File: src/rtl/scurve_pkg.sv
// ---------------------------------------------------------------------------
// scurve_pkg
// Shared definitions for the S-curve injection sequencer. It holds the
// sequencer state encoding, the number of words emitted per threshold point
// and the default DAC/counter widths.
// ---------------------------------------------------------------------------
package scurve_pkg;

    localparam int DEFAULT_DAC_WIDTH = 10;
    localparam int DEFAULT_CNT_WIDTH = 16;

    // Each threshold point produces the DAC code, the pulse count and the
    // trigger count, in that order.
    localparam int WORDS_PER_POINT   = 3;

    typedef enum logic [3:0] {
        ST_IDLE     = 4'd0,
        ST_LOAD     = 4'd1,
        ST_SETTLE   = 4'd2,
        ST_CLEAR    = 4'd3,
        ST_RUN      = 4'd4,
        ST_WR_DAC   = 4'd5,
        ST_WR_PULSE = 4'd6,
        ST_WR_TRIG  = 4'd7,
        ST_NEXT     = 4'd8,
        ST_FINISH   = 4'd9
    } seq_state_t;

endpackage

File: src/rtl/inject_pulse_gen.sv
// ---------------------------------------------------------------------------
// inject_pulse_gen
// Generates the CLK_EXT charge-injection clock while the sequencer is in RUN.
// CLK_EXT is high for High_eff cycles and then low for the remainder of
// Period_eff, with High_eff = max(Pulse_High,1) and
// Period_eff = max(Pulse_Period, High_eff+1).
//
// Ports:
//   Clk, reset_n   system clock, asynchronous active-low reset
//   Run_Start      one-cycle request: the next cycle is the first RUN cycle;
//                  CLK_EXT goes high and the phase counter restarts at 0
//   Run_Stop       one-cycle request: stop and hold CLK_EXT low
//                  (takes priority over Run_Start)
//   Pulse_Period   CLK_EXT period in Clk cycles (raw, clamped here)
//   Pulse_High     CLK_EXT high time in Clk cycles (raw, clamped here)
//   CLK_EXT        registered injection clock
// ---------------------------------------------------------------------------
module inject_pulse_gen #(
    parameter int CNT_WIDTH = 16
) (
    input  logic                 Clk,
    input  logic                 reset_n,
    input  logic                 Run_Start,
    input  logic                 Run_Stop,
    input  logic [CNT_WIDTH-1:0] Pulse_Period,
    input  logic [CNT_WIDTH-1:0] Pulse_High,
    output logic                 CLK_EXT
);

    // One extra bit so that High_eff+1 never wraps when Pulse_High is all ones.
    localparam int PW = CNT_WIDTH + 1;

    logic [PW-1:0] high_eff;
    logic [PW-1:0] period_eff;
    logic [PW-1:0] phase;
    logic [PW-1:0] phase_next;
    logic          running;

    always_comb begin
        high_eff   = (Pulse_High == '0) ? PW'(1) : {1'b0, Pulse_High};
        period_eff = ({1'b0, Pulse_Period} > high_eff) ? {1'b0, Pulse_Period}
                                                       : high_eff + PW'(1);
        phase_next = (phase + PW'(1) >= period_eff) ? '0 : phase + PW'(1);
    end

    // CLK_EXT is computed from the phase it will have in the coming cycle so
    // that the output stays registered yet rises in the very first RUN cycle.
    always_ff @(posedge Clk or negedge reset_n) begin
        if (!reset_n) begin
            running <= 1'b0;
            phase   <= '0;
            CLK_EXT <= 1'b0;
        end else if (Run_Stop) begin
            running <= 1'b0;
            phase   <= '0;
            CLK_EXT <= 1'b0;
        end else if (Run_Start) begin
            running <= 1'b1;
            phase   <= '0;
            CLK_EXT <= 1'b1;
        end else if (running) begin
            phase   <= phase_next;
            CLK_EXT <= (phase_next < high_eff);
        end
    end

endmodule

File: src/rtl/scurve_inject_sequencer.sv
// ---------------------------------------------------------------------------
// scurve_inject_sequencer
// Initiator side of the SDHCAL S-curve measurement. For every threshold
// point of a DAC sweep it loads the DAC, waits for settling, clears the
// S-curve counter, runs the injection clock until the counter reports
// CPT_DONE, and then streams {DAC code, pulse count, trigger count} over a
// valid/ready interface towards the USB FIFO.
//
// Ports:
//   Clk, reset_n          system clock, asynchronous active-low reset
//   Start, Abort          one-cycle control pulses (Abort wins)
//   DAC_Start/Stop/Step   sweep range and step, sampled on accepted Start
//   Pulse_Period/High     injection clock shape, sampled on accepted Start
//   Settle_Time           wait after each DAC load, sampled on accepted Start
//   DAC_Code, DAC_Load    threshold code and its one-cycle update strobe
//   Counter_Clr_n         one-cycle low clear pulse for the S-curve counter
//   Test_Start            counter enable level, high during RUN
//   CLK_EXT               injection clock
//   CPT_DONE/PULSE/TRIGGER  counter completion pulse and results
//   Data_Out/Valid/Ready  output word stream
//   Busy, Sweep_Done      sweep in progress / normal completion pulse
// ---------------------------------------------------------------------------
module scurve_inject_sequencer
    import scurve_pkg::*;
#(
    parameter int DAC_WIDTH = DEFAULT_DAC_WIDTH,
    parameter int CNT_WIDTH = DEFAULT_CNT_WIDTH
) (
    input  logic                 Clk,
    input  logic                 reset_n,
    input  logic                 Start,
    input  logic                 Abort,
    input  logic [DAC_WIDTH-1:0] DAC_Start,
    input  logic [DAC_WIDTH-1:0] DAC_Stop,
    input  logic [DAC_WIDTH-1:0] DAC_Step,
    input  logic [CNT_WIDTH-1:0] Pulse_Period,
    input  logic [CNT_WIDTH-1:0] Pulse_High,
    input  logic [CNT_WIDTH-1:0] Settle_Time,
    output logic [DAC_WIDTH-1:0] DAC_Code,
    output logic                 DAC_Load,
    output logic                 Counter_Clr_n,
    output logic                 Test_Start,
    output logic                 CLK_EXT,
    input  logic                 CPT_DONE,
    input  logic [CNT_WIDTH-1:0] CPT_PULSE,
    input  logic [CNT_WIDTH-1:0] CPT_TRIGGER,
    output logic [CNT_WIDTH-1:0] Data_Out,
    output logic                 Data_Valid,
    input  logic                 Data_Ready,
    output logic                 Busy,
    output logic                 Sweep_Done
);

    seq_state_t           state;

    logic [DAC_WIDTH-1:0] dac_stop_r;
    logic [DAC_WIDTH-1:0] dac_step_r;
    logic [CNT_WIDTH-1:0] period_r;
    logic [CNT_WIDTH-1:0] high_r;
    logic [CNT_WIDTH-1:0] settle_r;
    logic [CNT_WIDTH-1:0] settle_cnt;
    logic [CNT_WIDTH-1:0] snap_pulse;
    logic [CNT_WIDTH-1:0] snap_trig;

    logic [DAC_WIDTH:0]   next_code;
    logic [CNT_WIDTH-1:0] word_sel;
    seq_state_t           word_next_state;
    logic                 gen_start;
    logic                 gen_stop;

    // The step is added one bit wider than the code so that a sweep ending
    // near full scale terminates instead of wrapping back to zero.
    assign next_code = {1'b0, DAC_Code} + {1'b0, dac_step_r};

    // Word presented in the current write state and the state that follows
    // once that word has been accepted by the sink.
    always_comb begin
        word_sel        = snap_trig;
        word_next_state = ST_NEXT;
        case (state)
            ST_WR_DAC: begin
                word_sel        = {{(CNT_WIDTH-DAC_WIDTH){1'b0}}, DAC_Code};
                word_next_state = ST_WR_PULSE;
            end
            ST_WR_PULSE: begin
                word_sel        = snap_pulse;
                word_next_state = ST_WR_TRIG;
            end
            default: begin
                word_sel        = snap_trig;
                word_next_state = ST_NEXT;
            end
        endcase
    end

    // The generator is launched on the CLEAR->RUN edge and halted either by
    // the counter finishing or by an abort.
    assign gen_start = (state == ST_CLEAR) && !Abort;
    assign gen_stop  = Abort || ((state == ST_RUN) && CPT_DONE);

    inject_pulse_gen #(
        .CNT_WIDTH (CNT_WIDTH)
    ) u_pulse_gen (
        .Clk          (Clk),
        .reset_n      (reset_n),
        .Run_Start    (gen_start),
        .Run_Stop     (gen_stop),
        .Pulse_Period (period_r),
        .Pulse_High   (high_r),
        .CLK_EXT      (CLK_EXT)
    );

    // Sequencer FSM. Strobes (DAC_Load, Counter_Clr_n, Sweep_Done) default to
    // their idle level each cycle and are raised on the edge entering the
    // state that owns them, so each lasts exactly one cycle. Abort overrides
    // everything and leaves DAC_Code untouched.
    always_ff @(posedge Clk or negedge reset_n) begin
        if (!reset_n) begin
            state         <= ST_IDLE;
            DAC_Code      <= '0;
            DAC_Load      <= 1'b0;
            Counter_Clr_n <= 1'b1;
            Test_Start    <= 1'b0;
            Data_Out      <= '0;
            Data_Valid    <= 1'b0;
            Busy          <= 1'b0;
            Sweep_Done    <= 1'b0;
            dac_stop_r    <= '0;
            dac_step_r    <= '0;
            period_r      <= '0;
            high_r        <= '0;
            settle_r      <= '0;
            settle_cnt    <= '0;
            snap_pulse    <= '0;
            snap_trig     <= '0;
        end else begin
            DAC_Load      <= 1'b0;
            Counter_Clr_n <= 1'b1;
            Sweep_Done    <= 1'b0;

            if (Abort) begin
                state      <= ST_IDLE;
                Test_Start <= 1'b0;
                Data_Valid <= 1'b0;
                Busy       <= 1'b0;
            end else begin
                case (state)
                    ST_IDLE: begin
                        if (Start) begin
                            dac_stop_r <= (DAC_Stop < DAC_Start) ? DAC_Start : DAC_Stop;
                            dac_step_r <= (DAC_Step == '0) ? DAC_WIDTH'(1) : DAC_Step;
                            period_r   <= Pulse_Period;
                            high_r     <= Pulse_High;
                            settle_r   <= Settle_Time;
                            DAC_Code   <= DAC_Start;
                            DAC_Load   <= 1'b1;
                            Busy       <= 1'b1;
                            state      <= ST_LOAD;
                        end
                    end

                    ST_LOAD: begin
                        settle_cnt <= '0;
                        if (settle_r == '0) begin
                            Counter_Clr_n <= 1'b0;
                            state         <= ST_CLEAR;
                        end else begin
                            state <= ST_SETTLE;
                        end
                    end

                    ST_SETTLE: begin
                        if (settle_cnt == settle_r - CNT_WIDTH'(1)) begin
                            Counter_Clr_n <= 1'b0;
                            state         <= ST_CLEAR;
                        end else begin
                            settle_cnt <= settle_cnt + CNT_WIDTH'(1);
                        end
                    end

                    ST_CLEAR: begin
                        Test_Start <= 1'b1;
                        state      <= ST_RUN;
                    end

                    ST_RUN: begin
                        if (CPT_DONE) begin
                            snap_pulse <= CPT_PULSE;
                            snap_trig  <= CPT_TRIGGER;
                            Test_Start <= 1'b0;
                            state      <= ST_WR_DAC;
                        end
                    end

                    // A word is loaded while Data_Valid is low and retired on
                    // the transfer edge; the next word therefore appears one
                    // cycle after each transfer.
                    ST_WR_DAC, ST_WR_PULSE, ST_WR_TRIG: begin
                        if (!Data_Valid) begin
                            Data_Out   <= word_sel;
                            Data_Valid <= 1'b1;
                        end else if (Data_Ready) begin
                            Data_Valid <= 1'b0;
                            state      <= word_next_state;
                        end
                    end

                    ST_NEXT: begin
                        if (next_code > {1'b0, dac_stop_r}) begin
                            Sweep_Done <= 1'b1;
                            state      <= ST_FINISH;
                        end else begin
                            DAC_Code <= next_code[DAC_WIDTH-1:0];
                            DAC_Load <= 1'b1;
                            state    <= ST_LOAD;
                        end
                    end

                    ST_FINISH: begin
                        Busy  <= 1'b0;
                        state <= ST_IDLE;
                    end

                    default: begin
                        state <= ST_IDLE;
                    end
                endcase
            end
        end
    end

endmodule

File: config.mk
export PLATFORM = sky130hd
export DESIGN_NAME = scurve_inject_sequencer
export DESIGN_NICKNAME = d
export VERILOG_FILES = /design/src/rtl/scurve_pkg.sv /design/src/rtl/inject_pulse_gen.sv /design/src/rtl/scurve_inject_sequencer.sv
export SDC_FILE = /design/constraint.sdc
export NUM_CORES = 1
export LEC_CHECK = 0
export BUFFER_PORTS_ARGS = -buffer_cell sky130_fd_sc_hd__buf_2
export CAP_MARGIN = 40
export CORE_MARGIN = 4
export CORE_UTILIZATION = 40
export DETAILED_ROUTE_END_ITERATION = 7
export MAX_ROUTING_LAYER = met4
export SLEW_MARGIN = 0
export SYNTH_ARGS = -nofsm -noshare
export SYNTH_HDL_FRONTEND = slang
export SYNTH_HIERARCHICAL = 1
export SYNTH_SLANG_ARGS = --single-unit
export TNS_END_PERCENT = 5
File: constraint.sdc
create_clock -name Clk -period 14.12 [get_ports Clk]
set_input_delay 2.118 -clock Clk [delete_from_list [all_inputs] [get_ports Clk]]
set_output_delay 2.118 -clock Clk [all_outputs]
set_load 0.03 [all_outputs]
==> impl_metrics.yaml <==
layout:
  nFillCells: 2499
  layout-drive-gt1-share: 0.252
  nets: 1432
  syn2layout_area_growth_pct: 16.7
clock_tree:
  clock_path_buffers: 2
  numCtsBuffers: 17
  clock_sinks: 171
  cts_hold_buf: 0
  postCtsSetupBuffers: 0
  cts_root_buffer: "clkbuf_16"
  cts_tree: "built"
  insertion_delay_ns: 0.44
  cts_resized: 0
  cts.htree.levels: 4
  clk_pin_slew_ns: 0.07
route:
  drtIter0Drc: 493
  avgRoutedWirePerCell_um: 17.1
  drt-pass1-iter-count: 4
  num_vias: 8474
  vias_per_cell: 5.32
  drcViolationCount: 0
  routed_wl_um: 27200
  drtAntennaViolNets: 0
min_path:
  hold_class: "flop to flop"
  holdCritStartpoint: "dac_stop_r[5]"
  hold_depth: 2
  hold-path-endpoint: "dac_stop_r[5]"
global_route:
  grt_usage: 0.188
  antenna_found_initial: 5
  grt_max_degree: 86
  grt_pass1_vias: 8438
  grt_pass1_wl_um: 44700
  grt_overflow_total: 0
synthesis:
  synth_async_sr_flop_share: 1.00
  yosys.area.top_type_share: 0.392
  yosys_most_used_dff: "dfrtp_1"
  seq_area_frac_synth: 0.395
  ys_top_cells_by_count: "dfrtp_1 (170), nand2_1 (107), mux2_2 (106), ha_1 (81), o21ai_0 (74)"
  synth_top_area_cell: "dfrtp_1"
  synth_edf_count: 0
  yosysMostFrequentCell: "dfrtp_1"
  syn_inst: 1099
  synth.area.top_cells: "dfrtp_1 (39%), mux2_2 (11%), ha_1 (9.3%)"
  yosysWarnings: 6
  synth_nets: 1297
  avgSynthCellArea_um2: 9.87
  ys_types: 73
  synth-seq-cells: 171
  synth_area_um2: 10800
sta:
  setup_viol: 0
  finalMaxSlewViolations: 0
  rsz0062_at_grt: "false"
  worst_pin_slew_ns: 0.905
  period_needed_ns: 6.02
  fin_crit_sh: 0.426
  fin_tns_setup_ns: 0
  hold_viol_final: 0
  max_slew_margin: 0.397
  hold-worst-slack_ns: 0.485
  fmax_mhz: 166
  skew_ns: 0.0155
worst_setup_path:
  crit_required_ns: 14.49
  cp_slowest_cell: "a2111o_1"
  reg2reg_from: "high_r[11]"
  r2r_slack_ns: 8.10
  cpMostUsedCell: "ha_1"
  reg2regPathDepth: 25
  crit_fanout: 23
  cp_data_arrival_time_ns: 6.39
  worstSetupPathType: "flop to flop"
  r2r_end: "u_pulse_gen/CLK_EXT"
  start_kind: "flop"
  slowest_delay_ns: 0.61
  endpoint_kind: "flop"
die:
  die_area_um2: 29800
  start_util: 0.405
  core_area_um2: 26800
  design.portCount: 149
  die_w_um: 173
  die_y_um: 173
  rows: 60
pwr:
  power.density_nw_per_um2: 162
  leakage_nw: 5.95
  irDropWorstVdd_uv: 94.8
flow_run:
  drv_cap: 0
placement:
  port_buffers: 148
  place_congestion: 0.899
  hpwl_um: 20900
outcome:
  status: "finished clean"
## sequential cells by signal, summed over array words and instances, names as in the netlist
| register | count |
|---|---|
| dac_stop_r | 10 |
| u_pulse_gen/running | 1 |
| Busy | 1 |
| Sweep_Done | 1 |
| period_r | 16 |
| settle_r | 16 |
| Counter_Clr_n | 1 |
| DAC_Load | 1 |
| high_r | 16 |
| u_pulse_gen/CLK_EXT | 1 |
| Test_Start | 1 |
| Data_Out | 16 |
| DAC_Code | 10 |
| snap_trig | 16 |
| u_pulse_gen/phase | 17 |
| Data_Valid | 1 |
| snap_pulse | 16 |
| state | 4 |
| dac_step_r | 10 |
| settle_cnt | 16 |
## worst max-delay path by stage
stage               startpoint                  end  slack, ns  cells past startpoint
floorplan            high_r[9]  u_pulse_gen/CLK_EXT       9.21                     24
global placement    high_r[11]  u_pulse_gen/CLK_EXT       8.06                     24
detailed placement  high_r[11]  u_pulse_gen/CLK_EXT       8.30                     25
CTS                 high_r[11]  u_pulse_gen/CLK_EXT       8.24                     25
global route        high_r[11]  u_pulse_gen/CLK_EXT       7.60                     25
finish              high_r[11]  u_pulse_gen/CLK_EXT       8.10                     25
## cell families after synthesis
kind of cell    after synthesis  share of synthesized area
xor+xnor                     74                     0.0617
flops                       171                      0.395
compound gates              178                      0.102
mux                         138                      0.140
buf+inv                     103                     0.0380
fa+ha+maj                    82                     0.0953
simple gates                353                      0.168
## metrics by stage
stage | power [mW] | util | cells | cell area (um^2) | setup WS, ns
after floorplan | 1.29 | - | 1099 | 10800 | 9.21
after global placement | 1.49 | 0.443 | 1551 | 11900 | 8.06
after detailed placement | 1.53 | 0.447 | 1556 | 12000 | 8.30
after CTS | 2.07 | 0.472 | 1588 | 12600 | 8.24
after global routing | 2.21 | 0.472 | 1593 | 12700 | 7.60
final | 2.05 | 0.472 | 1594 | 12700 | 8.10
## power breakdown
part           switching (mW)  internal [mW]
Sequential              0.121          0.603
Clock                   0.214          0.319
Combinational           0.430          0.366
Total                   0.765           1.29
## final cells by class
class | instances | area [um^2] | area share
clock inverters | 14 | 235 | 0.0186
multi-input cells | 825 | 6150 | 0.486
inverters | 59 | 221 | 0.0175
clock buffers | 18 | 429 | 0.0339
repair buffers | 160 | 895 | 0.0707
diodes | 6 | 15.0 | 0.00119
flip-flops and latches | 171 | 4280 | 0.338
well taps | 341 | 427 | 0.0337
## cells in the final DEF (no fill, tap or decap), drive strengths merged, types with 4 or more instances in the layout
cell type  Yosys  final
inv           59     63
xnor2         57     57
nor4          16     16
nor3          31     31
xor2          16     16
nand3         37     37
bufinv         0      5
clkbuf        34     18
mux2i         32     32
nor4b          4      4
or3            9      9
diode          0      6
a211oi         5      5
buf           10    159
and4           5      5
o21ai         74     74
nand2        107    107
nor3b          5      5
a22oi          6      6
nor2          65     65
o22ai          8      8
mux2         106    106
a21oi         33     33
and3          19     19
nand4         20     20
o211ai        10     10
nor2b          7      7
nand2b        11     11
dfrtp        170    170
a31oi          7      7
ha            81     81
## critical path, delay by kind of cell, from the launching register on
family                     cells  cell delay [ns]
adders and majority gates      3             0.68
AOI/OAI and AO/OA             13             2.79
and+or+nand+nor                6             1.48
muxes                          1             0.24
buffers and inverters          2             0.34
DFF                            1             0.43
## layer usage
layer / vias up / part of all wire / global-route usage / wire length, um
met5: - / 0 / - / 0
met4: 0 / 0.0064 / 0.0343 / 173
met3: 11 / 0.054 / 0.0505 / 1480
met2: 177 / 0.45 / 0.286 / 12200
met1: 4058 / 0.49 / 0.257 / 13300
li1: 4228 / - / - / -
(Power assumes the default switching activity.)
